[config.mk]
export PLATFORM = sky130hd
export DESIGN_NAME = cxl2_cache_d2h_req_responder
export DESIGN_NICKNAME = d
export VERILOG_FILES = /design/src/rtl/cxl2_cache_d2h_req_responder.sv
export SDC_FILE = /design/constraint.sdc
export NUM_CORES = 1
export LEC_CHECK = 0
export BUFFER_PORTS_ARGS = -buffer_cell sky130_fd_sc_hd__buf_2
export CAP_MARGIN = 0
export CORE_ASPECT_RATIO = 1.75
export CORE_UTILIZATION = 50
export DETAILED_ROUTE_END_ITERATION = 8
export PLACE_DENSITY = 0.7
export SYNTH_ARGS = -nofsm -noshare
export SYNTH_HDL_FRONTEND = slang
export SYNTH_SLANG_ARGS = --single-unit
[constraint.sdc]
create_clock -name clk -period 4.6 [get_ports clk]
set_input_delay 0.46 -clock clk [delete_from_list [all_inputs] [get_ports clk]]
set_output_delay 0.46 -clock clk [all_outputs]
set_load 0.03 [all_outputs]
[src/rtl/cxl2_cache_d2h_req_responder.sv]
// Host-side CXL.cache D2H request responder: answers device requests with GO-family
// responses, tracks write-pull UQIDs and issues ExtCmp for weakly-ordered writes.
module cxl2_cache_d2h_req_responder #(
    parameter int NUM_UQID = 16,
    parameter int UQID_W   = $clog2(NUM_UQID)
) (
    input  logic              clk,
    input  logic              rst_n,
    input  logic              d2h_req_valid,
    output logic              d2h_req_ready,
    input  logic [4:0]        d2h_req_opcode,
    input  logic [11:0]       d2h_req_cqid,
    input  logic              d2h_req_nt,
    output logic              h2d_rsp_valid,
    input  logic              h2d_rsp_ready,
    output logic [3:0]        h2d_rsp_opcode,
    output logic [11:0]       h2d_rsp_data,
    output logic [1:0]        h2d_rsp_pre,
    output logic [11:0]       h2d_rsp_cqid,
    input  logic              d2h_data_valid,
    input  logic [11:0]       d2h_data_uqid,
    input  logic              d2h_data_bogus,
    input  logic              d2h_data_poison,
    output logic              wr_done_valid,
    output logic [11:0]       wr_done_uqid,
    output logic              wr_done_bogus,
    output logic              wr_done_poison,
    output logic              err_unexp_data,
    output logic [UQID_W:0]   outstanding_cnt
);

    localparam logic [4:0] RDCURR           = 5'b00001;
    localparam logic [4:0] RDOWN            = 5'b00010;
    localparam logic [4:0] RDSHARED         = 5'b00011;
    localparam logic [4:0] RDANY            = 5'b00100;
    localparam logic [4:0] RDOWNNODATA      = 5'b00101;
    localparam logic [4:0] ITOMWR           = 5'b00110;
    localparam logic [4:0] MEMWR            = 5'b00111;
    localparam logic [4:0] CLFLUSH          = 5'b01000;
    localparam logic [4:0] CLEANEVICT       = 5'b01001;
    localparam logic [4:0] DIRTYEVICT       = 5'b01010;
    localparam logic [4:0] CLEANEVICTNODATA = 5'b01011;
    localparam logic [4:0] WOWRINV          = 5'b01100;
    localparam logic [4:0] WOWRINVF         = 5'b01101;
    localparam logic [4:0] WRINV            = 5'b01110;
    localparam logic [4:0] CACHEFLUSHED     = 5'b10000;

    localparam logic [3:0] RSP_GO          = 4'b0100;
    localparam logic [3:0] RSP_GO_WP       = 4'b0101;
    localparam logic [3:0] RSP_EXTCMP      = 4'b0110;
    localparam logic [3:0] RSP_FASTGO_WP   = 4'b1101;

    logic [NUM_UQID-1:0] trk_valid;
    logic [NUM_UQID-1:0] trk_wo;
    logic [11:0]         trk_cqid [NUM_UQID];

    logic [11:0]         ext_mem [NUM_UQID];
    logic [UQID_W-1:0]   ext_rd;
    logic [UQID_W-1:0]   ext_wr;
    logic [UQID_W:0]     ext_cnt;

    logic              out_free;
    logic              ext_empty;
    logic              req_fire;
    logic              alloc;
    logic [UQID_W-1:0] alloc_idx;
    logic [UQID_W-1:0] data_idx;
    logic              data_hit;
    logic              ext_push;
    logic              ext_pop;
    logic [3:0]        dec_op;
    logic [3:0]        dec_state;
    logic              dec_wp;
    logic              dec_wo;
    logic              unused_nt;

    assign unused_nt = d2h_req_nt;
    assign h2d_rsp_pre = 2'b00;

    // Valid/ready: a transfer happens on any cycle where both are high. The request
    // side stalls whenever the response register cannot take a new entry, an ExtCmp
    // is waiting, or every UQID is in use, independent of the offered opcode.
    assign out_free      = !h2d_rsp_valid || h2d_rsp_ready;
    assign ext_empty     = (ext_cnt == '0);
    assign d2h_req_ready = out_free && ext_empty && !(&trk_valid);
    assign req_fire      = d2h_req_valid && d2h_req_ready;
    assign alloc         = req_fire && dec_wp;
    assign ext_pop       = out_free && !ext_empty;

    assign data_idx = d2h_data_uqid[UQID_W-1:0];
    assign data_hit = d2h_data_valid && (d2h_data_uqid[11:UQID_W] == '0) && trk_valid[data_idx];
    assign ext_push = data_hit && trk_wo[data_idx];

    always_comb begin
        dec_op    = RSP_GO;
        dec_state = 4'b0100;
        dec_wp    = 1'b0;
        dec_wo    = 1'b0;
        case (d2h_req_opcode)
            RDCURR:                                  dec_state = 4'b0011;
            RDSHARED:                                dec_state = 4'b0001;
            RDOWN, RDANY, RDOWNNODATA:               dec_state = 4'b0010;
            CLFLUSH, CLEANEVICTNODATA, CACHEFLUSHED: dec_state = 4'b0011;
            CLEANEVICT, DIRTYEVICT, ITOMWR, MEMWR: begin
                dec_op = RSP_GO_WP;
                dec_wp = 1'b1;
            end
            WOWRINV, WOWRINVF, WRINV: begin
                dec_op = RSP_FASTGO_WP;
                dec_wp = 1'b1;
                dec_wo = 1'b1;
            end
            default: ;
        endcase
    end

    // Lowest-index free entry; scanning downward lets the lowest index win.
    always_comb begin
        alloc_idx = '0;
        for (int i = NUM_UQID - 1; i >= 0; i--) begin
            if (!trk_valid[i]) alloc_idx = UQID_W'(i);
        end
    end

    always_ff @(posedge clk or negedge rst_n) begin
        if (!rst_n) begin
            h2d_rsp_valid  <= 1'b0;
            h2d_rsp_opcode <= '0;
            h2d_rsp_data   <= '0;
            h2d_rsp_cqid   <= '0;
        end else if (out_free) begin
            if (!ext_empty) begin
                h2d_rsp_valid  <= 1'b1;
                h2d_rsp_opcode <= RSP_EXTCMP;
                h2d_rsp_data   <= '0;
                h2d_rsp_cqid   <= ext_mem[ext_rd];
            end else if (req_fire) begin
                h2d_rsp_valid  <= 1'b1;
                h2d_rsp_opcode <= dec_op;
                h2d_rsp_data   <= dec_wp ? {{(12-UQID_W){1'b0}}, alloc_idx} : {8'h00, dec_state};
                h2d_rsp_cqid   <= d2h_req_cqid;
            end else begin
                h2d_rsp_valid  <= 1'b0;
            end
        end
    end

    always_ff @(posedge clk or negedge rst_n) begin
        if (!rst_n) begin
            trk_valid       <= '0;
            trk_wo          <= '0;
            outstanding_cnt <= '0;
        end else begin
            if (data_hit) trk_valid[data_idx] <= 1'b0;
            if (alloc) begin
                trk_valid[alloc_idx] <= 1'b1;
                trk_wo[alloc_idx]    <= dec_wo;
            end
            if (alloc && !data_hit)
                outstanding_cnt <= outstanding_cnt + (UQID_W+1)'(1);
            else if (!alloc && data_hit)
                outstanding_cnt <= outstanding_cnt - (UQID_W+1)'(1);
        end
    end

    always_ff @(posedge clk) begin
        if (alloc) trk_cqid[alloc_idx] <= d2h_req_cqid;
        if (ext_push) ext_mem[ext_wr] <= trk_cqid[data_idx];
    end

    // ExtCmp FIFO holds at most one entry per UQID, so it never overflows.
    always_ff @(posedge clk or negedge rst_n) begin
        if (!rst_n) begin
            ext_rd  <= '0;
            ext_wr  <= '0;
            ext_cnt <= '0;
        end else begin
            if (ext_push) ext_wr <= ext_wr + UQID_W'(1);
            if (ext_pop)  ext_rd <= ext_rd + UQID_W'(1);
            if (ext_push && !ext_pop)
                ext_cnt <= ext_cnt + (UQID_W+1)'(1);
            else if (!ext_push && ext_pop)
                ext_cnt <= ext_cnt - (UQID_W+1)'(1);
        end
    end

    always_ff @(posedge clk or negedge rst_n) begin
        if (!rst_n) begin
            wr_done_valid  <= 1'b0;
            wr_done_uqid   <= '0;
            wr_done_bogus  <= 1'b0;
            wr_done_poison <= 1'b0;
            err_unexp_data <= 1'b0;
        end else begin
            wr_done_valid  <= data_hit;
            wr_done_uqid   <= d2h_data_uqid;
            wr_done_bogus  <= d2h_data_bogus;
            wr_done_poison <= d2h_data_poison;
            err_unexp_data <= d2h_data_valid && !data_hit;
        end
    end

endmodule
==> results of run 1 <==
==> critical path, cell delays in order, from the launching register on <==
cell and delay [ps]:
dfrtp_1 440, or4_4 570, or2_1 270, a2111oi_4 550, and2_1 250, ha_1 190, inv_1 100, fa_1 410
a21o_1 190, a21oi_1 180, xnor2_1 140, nor2_1 60, xor2_1 150
==> final cells by class <==
type / count / area share [%]
Timing Repair Buffer: 111 / 2.99
Inverter: 19 / 0.332
Sequential cell: 471 / 63.8
Multi-Input combinational cell: 450 / 24.1
Clock inverter: 29 / 0.942
Tap cell: 480 / 2.79
Antenna cell: 1 / 0.0116
Clock buffer: 48 / 5.09
==> cell usage in the layout, fill, tap and decap left out, types with 18 or more instances in the layout <==
cell       instances
dfrtp_1           85
edfxtp_1         384
clkbuf_16         43
mux4_2           124
o21ai_0           22
nand2_1           56
mux2i_1           21
buf_4             35
inv_1             18
buf_2             76
==> power groups by stage <==
stage          combinational (mW)  clock, mW  sequential [mW]
6_report                     1.75       3.34             5.11
5_1_grt                      1.89       3.55             5.15
4_1_cts                      1.78       3.40             5.13
3_5_place_dp                 1.77          0             5.22
3_3_place_gp                 1.73          0             5.21
2_1_floorplan                1.36          0             5.10
==> stage by stage <==
stage / cells / cell area (um^2) / power, mW / utilization, %
finish: 1609 / 21500 / 10.2 / 57.2
global route: 1609 / 21500 / 10.6 / 57.2
CTS: 1608 / 21500 / 10.3 / 57.1
detailed placement: 1531 / 20200 / 6.99 / 53.7
global placement: 1531 / 20200 / 6.94 / 53.7
floorplan: 994 / 19200 / 6.46 / -
==> worst min-delay path by stage <==
| stage | end | cells past startpoint | from |
|---|---|---|---|
| CTS | wr_done_poison$_DFF_PN0_ | 1 | d2h_data_poison |
| global placement | outstanding_cnt[4]$_DFFE_PN0P_ | 1 | outstanding_cnt[4]$_DFFE_PN0P_ |
| finish | wr_done_uqid[0]$_DFF_PN0_ | 1 | rst_n |
| floorplan | err_unexp_data$_DFF_PN0_ | 0 | rst_n |
| global route | wr_done_uqid[10]$_DFF_PN0_ | 1 | d2h_data_uqid[10] |
| detailed placement | outstanding_cnt[4]$_DFFE_PN0P_ | 1 | outstanding_cnt[4]$_DFFE_PN0P_ |
==> logic make-up (layout without fill, tap and decap cells) <==
kind of cell             Yosys count  count (layout)  share of synthesized area, %
adder cells (fa/ha/maj)           15              15                          1.06
other                              1              11                        0.0196
multiplexers                     163             163                          16.7
XOR/XNOR                          16              16                         0.732
AND/OR/NAND/NOR                  157             157                          4.42
buffers and inverters             73             207                          1.85
flip-flops                       471             471                          71.6
AO/OA/AOI/OAI                     89              89                          3.60
==> per-layer routing <==
layer	track usage, %	vias to the layer above	wire (um)
met5	0	-	0
met4	9.90	0	1620
met3	2.64	106	1420
li1	-	4164	-
met1	24.2	4951	14000
met2	39.0	270	22200
==> state kept, by name, summed over array words and instances (netlist names), 5 cells and up <==
register	cells
ext_mem	192
trk_cqid	192
trk_valid	16
trk_wo	16
h2d_rsp_cqid	12
wr_done_uqid	12
ext_cnt	5
outstanding_cnt	5
==> results.py, run 1 <==
metrics = {
    "drt": {
        "drc": 0,
        "antenna_left": 0,
        "avgViaCountPerCell": 5.90,
        "drt_wl_total_mm": 39.2,
        "wl_per_cell_um": 24.4,
        "drt-initial-drc-count": 781,
        "vias": 9491,
        "dr.pass1.iters": 5,
    },
    "critical_path": {
        "cp-start-kind": "flop",
        "ff2ff_setup_slack_ps": 980,
        "path_max_fanout": 8,
        "reg2reg_from": "ext_cnt[0]$_DFFE_PN0P_",
        "worstSetupPathType": "flop to flop",
        "critPathRequiredTime_ps": 5020,
        "reg2reg_to": "outstanding_cnt[4]$_DFFE_PN0P_",
        "crit_path_start": "ext_cnt[0]$_DFFE_PN0P_",
        "reg2regPathDepth": 12,
        "arrival_ps": 4030,
        "end_kind": "flop",
        "cp-endpoint": "outstanding_cnt[4]$_DFFE_PN0P_",
    },
    "layout": {
        "ff_latch_area_um2": 13700,
        "final_nets": 1147,
        "area_delta_synth_final_pct": 12.3,
        "multiInputGateArea_um2": 5180,
        "fillers": 2829,
        "drive_gt1_share_pct": 30.9,
    },
    "floorplan": {
        "dieArea_um2": 39100,
        "die_y_um": 261,
        "initial_core_util_pct": 50.9,
        "die_width_um": 150,
        "row_count": 94,
        "core_um2": 37600,
        "io_pins": 90,
    },
    "clocking": {
        "cts_tree": "yes",
        "clkTransAtPathRegs_ps": 60,
        "clockBufferDepth": 3,
        "clock-sinks": 471,
        "postCtsHoldBufs": 0,
        "post_cts_buffers": 0,
        "numCtsBuffers": 42,
        "cts_resized": 0,
        "cts-root-buf": "clkbuf_16",
        "ctsHtreeMaxLevel": 2,
        "clkLatencyLatePin_ps": 550,
    },
    "timing": {
        "hold_ws_ps": 9.06,
        "finalSetupViolations": 0,
        "slew_headroom_pct": 29.2,
        "rsz0062_at_grt": "no",
        "fin_skew_ps": 27.2,
        "slew_violations": 0,
        "hold_viol_final": 0,
        "fin_ws_ps": 981,
        "fin_crit_sh_pct": 78.7,
        "tightest_slew_ps": 1060,
        "fmax_ghz": 0.276,
        "min_period_ps": 3620,
        "fin_setup_tns_ps": 0,
    },
    "power": {
        "power_switching_mw": 2.72,
        "switching_share_pct": 26.6,
        "clkPwrFrac_pct": 32.8,
        "p_int_mw": 7.49,
        "power_density_nw_per_um2": 474,
        "ir_drop_mv": 0.257,
        "combPwrFrac_pct": 17.2,
        "pwr-share-seq_pct": 50.1,
        "leakagePower_nw": 7.57,
    },
    "grt": {
        "grt_pass1_vias": 9960,
        "gr-total-overflow": 0,
        "antenna_found_initial": 1,
        "grt_max_degree": 64,
        "grtUsageTotal_pct": 21.2,
        "grt_pass1_wl_mm": 59.9,
    },
    "place": {
        "pre_cts_slack_ps": 757,
        "portBuffers": 78,
        "place_hpwl_mm": 26.0,
        "routabilityCongestion": 0.904,
    },
    "yosys": {
        "synth.area.top_cells": "edfxtp_1 (60%), mux4_2 (15%), dfrtp_1 (11%)",
        "ys_seq_elements": 471,
        "ys_types": 63,
        "syn_avg_cell_area_um2": 19.4,
        "ys_seq_area_share_pct": 71.6,
        "async_flop_share_pct": 18.5,
        "synth_cells": 985,
        "synth_warnings": 0,
        "synth_common_cells": "edfxtp_1 (384), mux4_2 (124), dfrtp_1 (87), nand2_1 (56), o21ai_0 (22)",
        "syn-cell-area_um2": 19100,
        "synth_top_area_cell": "edfxtp_1",
        "synth.most_common_cell": "edfxtp_1",
        "synth_edf_count": 384,
        "synth-main-ff-cell": "edfxtp_1",
        "synth_top_area_share_pct": 60.2,
    },
    "flow_run": {
        "maxCapViolCount": 0,
    },
    "min_path": {
        "hold_class": "input pin to asynchronous set/reset pin",
    },
    "status": {
        "status": "finished, final reports clean",
    },
}
No activity file was read; power rests on OpenSTA's default activity.
==> run 2: changes to the inputs <==
Clock period 4.6 ns to 3.6 ns, I/O delays scaled along.
==> run 2 against run 1 <==
Flip-flop and latch count stayed put. Non-clock buffer count increased by 46. Hold slack better by 58 ps. Clock skew down 10 ps. Wire length up 6.0%. Core utilization is 1.7 points higher. Global-route usage is 1.1 points higher. First-iteration DRC count down 4.7%. Critical path type unchanged. Power is 34% higher.
==> results.py, run 2 (synthesis results as in run 1) <==
metrics = {
    "grt": {
        "gr-total-overflow": 0,
        "grtUsageTotal_pct": 22.3,
        "antenna_found_initial": 0,
        "grt_pass1_wl_mm": 62.8,
        "grt_max_degree": 70,
        "grt_pass1_vias": 10300,
    },
    "clocking": {
        "cts_tree": "yes",
        "clkLatencyLatePin_ps": 560,
        "clkTransAtPathRegs_ps": 70,
        "clockBufferDepth": 3,
        "clock-sinks": 471,
        "numCtsBuffers": 41,
        "ctsHtreeMaxLevel": 2,
        "cts-root-buf": "clkbuf_16",
    },
    "timing": {
        "tightest_slew_ps": 966,
        "fin_ws_ps": 239,
        "min_period_ps": 3360,
        "slew_headroom_pct": 35.6,
        "rsz0062_at_grt": "no",
        "fmax_ghz": 0.298,
        "fin_setup_tns_ps": 0,
        "fin_crit_sh_pct": 93.3,
        "fin_skew_ps": 17.1,
        "slew_violations": 0,
        "finalSetupViolations": 0,
        "hold_viol_final": 0,
    },
    "place": {
        "routabilityCongestion": 0.892,
        "place_hpwl_mm": 27.4,
        "pre_cts_slack_ps": 241,
        "portBuffers": 78,
        "dpl_cell_area_um2": 20500,
    },
    "critical_path": {
        "cp_num_buf_inv": 1,
        "crit_family": "simple AND/OR/NAND/NOR gates",
        "arrival_ps": 3790,
        "slowest_delay_ps": 570,
        "critPathRequiredTime_ps": 4030,
        "path_max_fanout": 4,
        "end_kind": "flop",
        "path_cells": "or4_4 > or2_1 > a2111oi_4 > and2_1 > ha_1 > inv_1 > fa_1 > a21o_1 > a21oi_1 > xnor2_1 > nor2_1 > xor2_1",
        "worstSetupPathType": "flop to flop",
        "critPathSlowestCell": "or4_4",
        "cp-start-kind": "flop",
    },
    "layout": {
        "final_nets": 1192,
        "drive_gt1_share_pct": 33.2,
        "final_common_cell": "edfxtp_1",
        "final_cell_mix": "edfxtp_1 (384), mux4_2 (124), dfrtp_1 (85)",
        "top_regs": "ext_mem (192), trk_cqid (192)",
        "area_delta_synth_final_pct": 15.7,
        "fillers": 2760,
        "finalInstanceArea_um2": 22200,
    },
    "flow_run": {
        "maxCapViolCount": 0,
    },
    "power": {
        "power_density_nw_per_um2": 619,
        "ir_drop_mv": 0.360,
        "p_total_mw": 13.7,
        "leakagePower_nw": 7.91,
    },
    "floorplan": {
        "dieArea_um2": 39100,
        "core_um2": 37600,
        "initial_core_util_pct": 50.9,
        "io_pins": 90,
        "die_y_um": 261,
        "die_width_um": 150,
        "row_count": 94,
    },
    "drt": {
        "vias": 9750,
        "wl_per_cell_um": 25.1,
        "antenna_left": 0,
        "dr.pass1.iters": 5,
        "drt_wl_total_mm": 41.6,
        "avgViaCountPerCell": 5.89,
        "drc": 0,
        "drt-initial-drc-count": 744,
    },
    "min_path": {
        "hold_class": "input pin to flop",
    },
    "status": {
        "status": "finished, final reports clean",
    },
}
## run 2: cell types whose count changed in the layout (fill, tap and decap cells not counted), sizes merged
cell,previous run,this run
dlygate4sd3,0,13
bufinv,2,10
inv,20,19
clkbuf,48,47
clkinv,22,16
clkinvlp,4,3
buf,111,144
## run 2: final timing paths
check,start,to,slack [ps],cells after the start
hold reg to reg,h2d_rsp_cqid[2]$_DFFE_PN0P_,h2d_rsp_cqid[2]$_DFFE_PN0P_,470,2
hold / removal,d2h_data_uqid[1],wr_done_uqid[1]$_DFF_PN0_,70,1
max in group asynchronous,rst_n,ext_rd[0]$_DFFE_PN0P_,2210,3
setup / recovery,ext_cnt[0]$_DFFE_PN0P_,outstanding_cnt[4]$_DFFE_PN0P_,240,12
setup reg to reg,ext_cnt[0]$_DFFE_PN0P_,outstanding_cnt[4]$_DFFE_PN0P_,240,12
min in group asynchronous,rst_n,wr_done_uqid[0]$_DFF_PN0_,470,2
## run 2: final cells by class
class / instances / area [um^2] / share of cell area (%)
diodes: 1 / 2.50 / 0.0113
well taps: 480 / 601 / 2.71
multi-input cells: 450 / 5180 / 23.4
clock buffers: 47 / 1090 / 4.92
repair buffers: 157 / 1070 / 4.83
inverters: 19 / 71.3 / 0.322
flip-flops and latches: 471 / 13700 / 61.9
clock inverters: 29 / 430 / 1.94
## run 2: what timing repair did
action | CTS | global route
hold buffers | 13 | 0
buffers inserted | 0 | 1
setup endpoints to repair | 0 | 1
endpoints found under the hold margin | 80 | 0
gates resized for setup | 0 | 0
## run 2: metrics by stage
stage / util [%] / cells / hold slack (ps)
floorplan: - / 994 / 64.4
detailed placement: 54.5 / 1563 / 457
global placement: 54.5 / 1563 / 456
finish: 58.9 / 1654 / 67.2
CTS: 58.9 / 1652 / 40.8
global route: 58.9 / 1653 / 61.3
## run 2: per-layer routing
layer	up-vias	GRT usage (%)	wire, um
met3	138	2.67	1480
met4	0	11.0	2150
li1	4261	-	-
met1	5073	24.5	14300
met5	-	0	0
met2	278	42.0	23700
## run 2: power by group
| group | leakage (nW) | switching (mW) | total (mW) | internal (mW) |
|---|---|---|---|---|
| clock network | 0.742 | 1.98 | 4.90 | 2.92 |
| logic | 2.62 | 1.19 | 2.38 | 1.19 |
| registers | 4.55 | 0.333 | 6.43 | 6.10 |
| total | 7.91 | 3.51 | 13.7 | 10.2 |
==> run 3: changes to the inputs <==
Settings changed: CORE_UTILIZATION 50 to 30, PLACE_DENSITY 0.7 to 0.48.
==> run 3 against run 2 <==
The flow now finishes with violations (design-rule violations). Die area up 66%. First-iteration DRC count down 38%. Core utilization down 23 points.
==> results.py, run 3 (synthesis results as in run 1) <==
metrics = {
    "floorplan": {
        "initial_core_util_pct": 30.3,
        "row_count": 122,
        "die_y_um": 336,
        "core_um2": 63200,
        "io_pins": 90,
        "dieArea_um2": 64900,
        "die_width_um": 193,
    },
    "timing": {
        "fin_crit_sh_pct": 92.8,
        "rsz0062_at_grt": "no",
        "finalSetupViolations": 0,
        "fin_skew_ps": 24.0,
        "tightest_slew_ps": 971,
        "slew_violations": 0,
        "min_period_ps": 3340,
        "fmax_ghz": 0.299,
        "hold_viol_final": 0,
        "slew_headroom_pct": 35.0,
        "fin_setup_tns_ps": 0,
        "hold_ws_ps": 36.2,
    },
    "layout": {
        "finalInstanceArea_um2": 22400,
        "final_common_cell": "edfxtp_1",
        "final_cells": 1978,
        "fillers": 5982,
        "drive_gt1_share_pct": 31.9,
        "final_nets": 1190,
        "area_delta_synth_final_pct": 16.8,
        "final_cell_mix": "edfxtp_1 (384), mux4_2 (124), dfrtp_1 (85)",
        "top_regs": "ext_mem (192), trk_cqid (192)",
    },
    "power": {
        "power_density_nw_per_um2": 591,
        "leakagePower_nw": 7.81,
        "ir_drop_mv": 0.276,
    },
    "grt": {
        "grtUsageTotal_pct": 14.5,
        "antenna_found_initial": 3,
        "grt_pass1_vias": 10400,
        "gr-usage-met3_pct": 1.80,
        "gr-total-overflow": 0,
        "grt_pass1_wl_mm": 67.8,
        "grt_max_degree": 49,
        "gr-usage-met1_pct": 15.0,
        "busiest_layer": "met2",
        "met2_usage_pct": 28.6,
    },
    "critical_path": {
        "slowest_delay_ps": 530,
        "cp-start-kind": "input pin",
        "critPathSlowestCell": "dlygate4sd3_1",
        "cp_num_buf_inv": 3,
        "path_cells": "dlygate4sd3_1 > buf_2 > nor4_1 > nand4b_1 > nand4b_1 > a221oi_4 > ha_1 > inv_1 > fa_1 > a21o_1 > a21oi_1 > xnor2_1 > nor2_1 > xor2_1",
        "end_kind": "flop",
        "critPathRequiredTime_ps": 4040,
        "crit_top_cell": "nand4b_1",
        "worstSetupPathType": "input pin to flop",
        "arrival_ps": 3780,
        "path_max_fanout": 5,
        "crit_family": "simple AND/OR/NAND/NOR gates",
    },
    "status": {
        "violations": "design-rule violations",
        "status": "finished with violations",
    },
    "min_path": {
        "hold_class": "input pin to flop",
    },
    "clocking": {
        "post_cts_buffers": 0,
        "clock-sinks": 471,
        "ctsHtreeMaxLevel": 2,
        "postCtsHoldBufs": 12,
        "cts-root-buf": "clkbuf_16",
        "clkLatencyLatePin_ps": 580,
        "clkTransAtPathRegs_ps": 60,
        "clockBufferDepth": 3,
        "cts_resized": 0,
        "cts_tree": "yes",
        "numCtsBuffers": 42,
    },
    "place": {
        "place_inst": 1888,
        "place_hpwl_mm": 30.4,
        "routabilityCongestion": 0.826,
        "dpl_cell_area_um2": 20900,
        "portBuffers": 78,
    },
    "drt": {
        "wl_per_cell_um": 22.7,
        "drt_wl_total_mm": 45.0,
        "drt-initial-drc-count": 465,
        "vias": 9525,
        "antenna_left": 0,
        "avgViaCountPerCell": 4.82,
        "drc": 12,
        "dr.pass1.iters": 6,
    },
    "flow_run": {
        "maxCapViolCount": 0,
    },
}
## run 3: cell count changes in the layout (fill, tap and decap cells not counted), moves of 2 or more
cell / previous run / this run
clkinv_1: 4 / 7
a211oi_4: 0 / 2
clkinv_4: 2 / 0
clkbuf_8: 2 / 4
clkbuf_1: 3 / 15
buf_4: 64 / 61
nor3_2: 7 / 5
nor3_4: 0 / 2
bufinv_16: 10 / 1
clkinv_2: 9 / 4
a211oi_2: 2 / 0
## run 3: layer usage
| layer | share of wire, % | vias up |
|---|---|---|
| met3 | 2.9 | 75 |
| li1 | - | 4259 |
| met1 | 34 | 5035 |
| met2 | 59 | 152 |
| met5 | 0.060 | - |
| met4 | 3.4 | 4 |
## run 3: cell type report
type / instances / area [um^2] / share of cell area, %
Tap cell: 806 / 1010 / 4.51
Antenna cell: 1 / 2.50 / 0.0112
Clock buffer: 62 / 1190 / 5.31
Sequential cell: 471 / 13700 / 61.3
Clock inverter: 15 / 120 / 0.537
Multi-Input combinational cell: 450 / 5210 / 23.3
Inverter: 19 / 71.3 / 0.319
Timing Repair Buffer: 154 / 1060 / 4.73
## run 3: per-stage QoR
step | total power [mW] | util [%] | setup slack, ps
after floorplan | 8.26 | - | 158
final | 13.2 | 35.4 | 259
after CTS | 13.5 | 35.4 | 266
after detailed placement | 9.07 | 33.1 | 268
after global placement | 9.03 | 33.1 | 267
after global routing | 13.8 | 35.4 | 30.1
## run 3: path summary, 6_finish.rpt
| kind | from | to | slack (ps) | cells after the start |
|---|---|---|---|---|
| worst max-delay path | d2h_data_uqid[6] | ext_cnt[4]$_DFFE_PN0P_ | 260 | 14 |
| worst min-delay path | d2h_data_uqid[0] | wr_done_uqid[0]$_DFF_PN0_ | 40 | 1 |
| worst max register to register | ext_cnt[0]$_DFFE_PN0P_ | outstanding_cnt[4]$_DFFE_PN0P_ | 280 | 12 |
| worst min register to register | h2d_rsp_cqid[2]$_DFFE_PN0P_ | h2d_rsp_cqid[2]$_DFFE_PN0P_ | 470 | 2 |
| max in group asynchronous | rst_n | wr_done_uqid[8]$_DFF_PN0_ | 2290 | 3 |
| min in group asynchronous | rst_n | trk_valid[12]$_DFF_PN0_ | 390 | 2 |
## run 3: where the power goes
group / total (mW) / internal [mW] / switching [mW]
clock network: 4.35 / 2.37 / 1.98
registers: 6.45 / 6.10 / 0.352
logic: 2.42 / 1.20 / 1.22
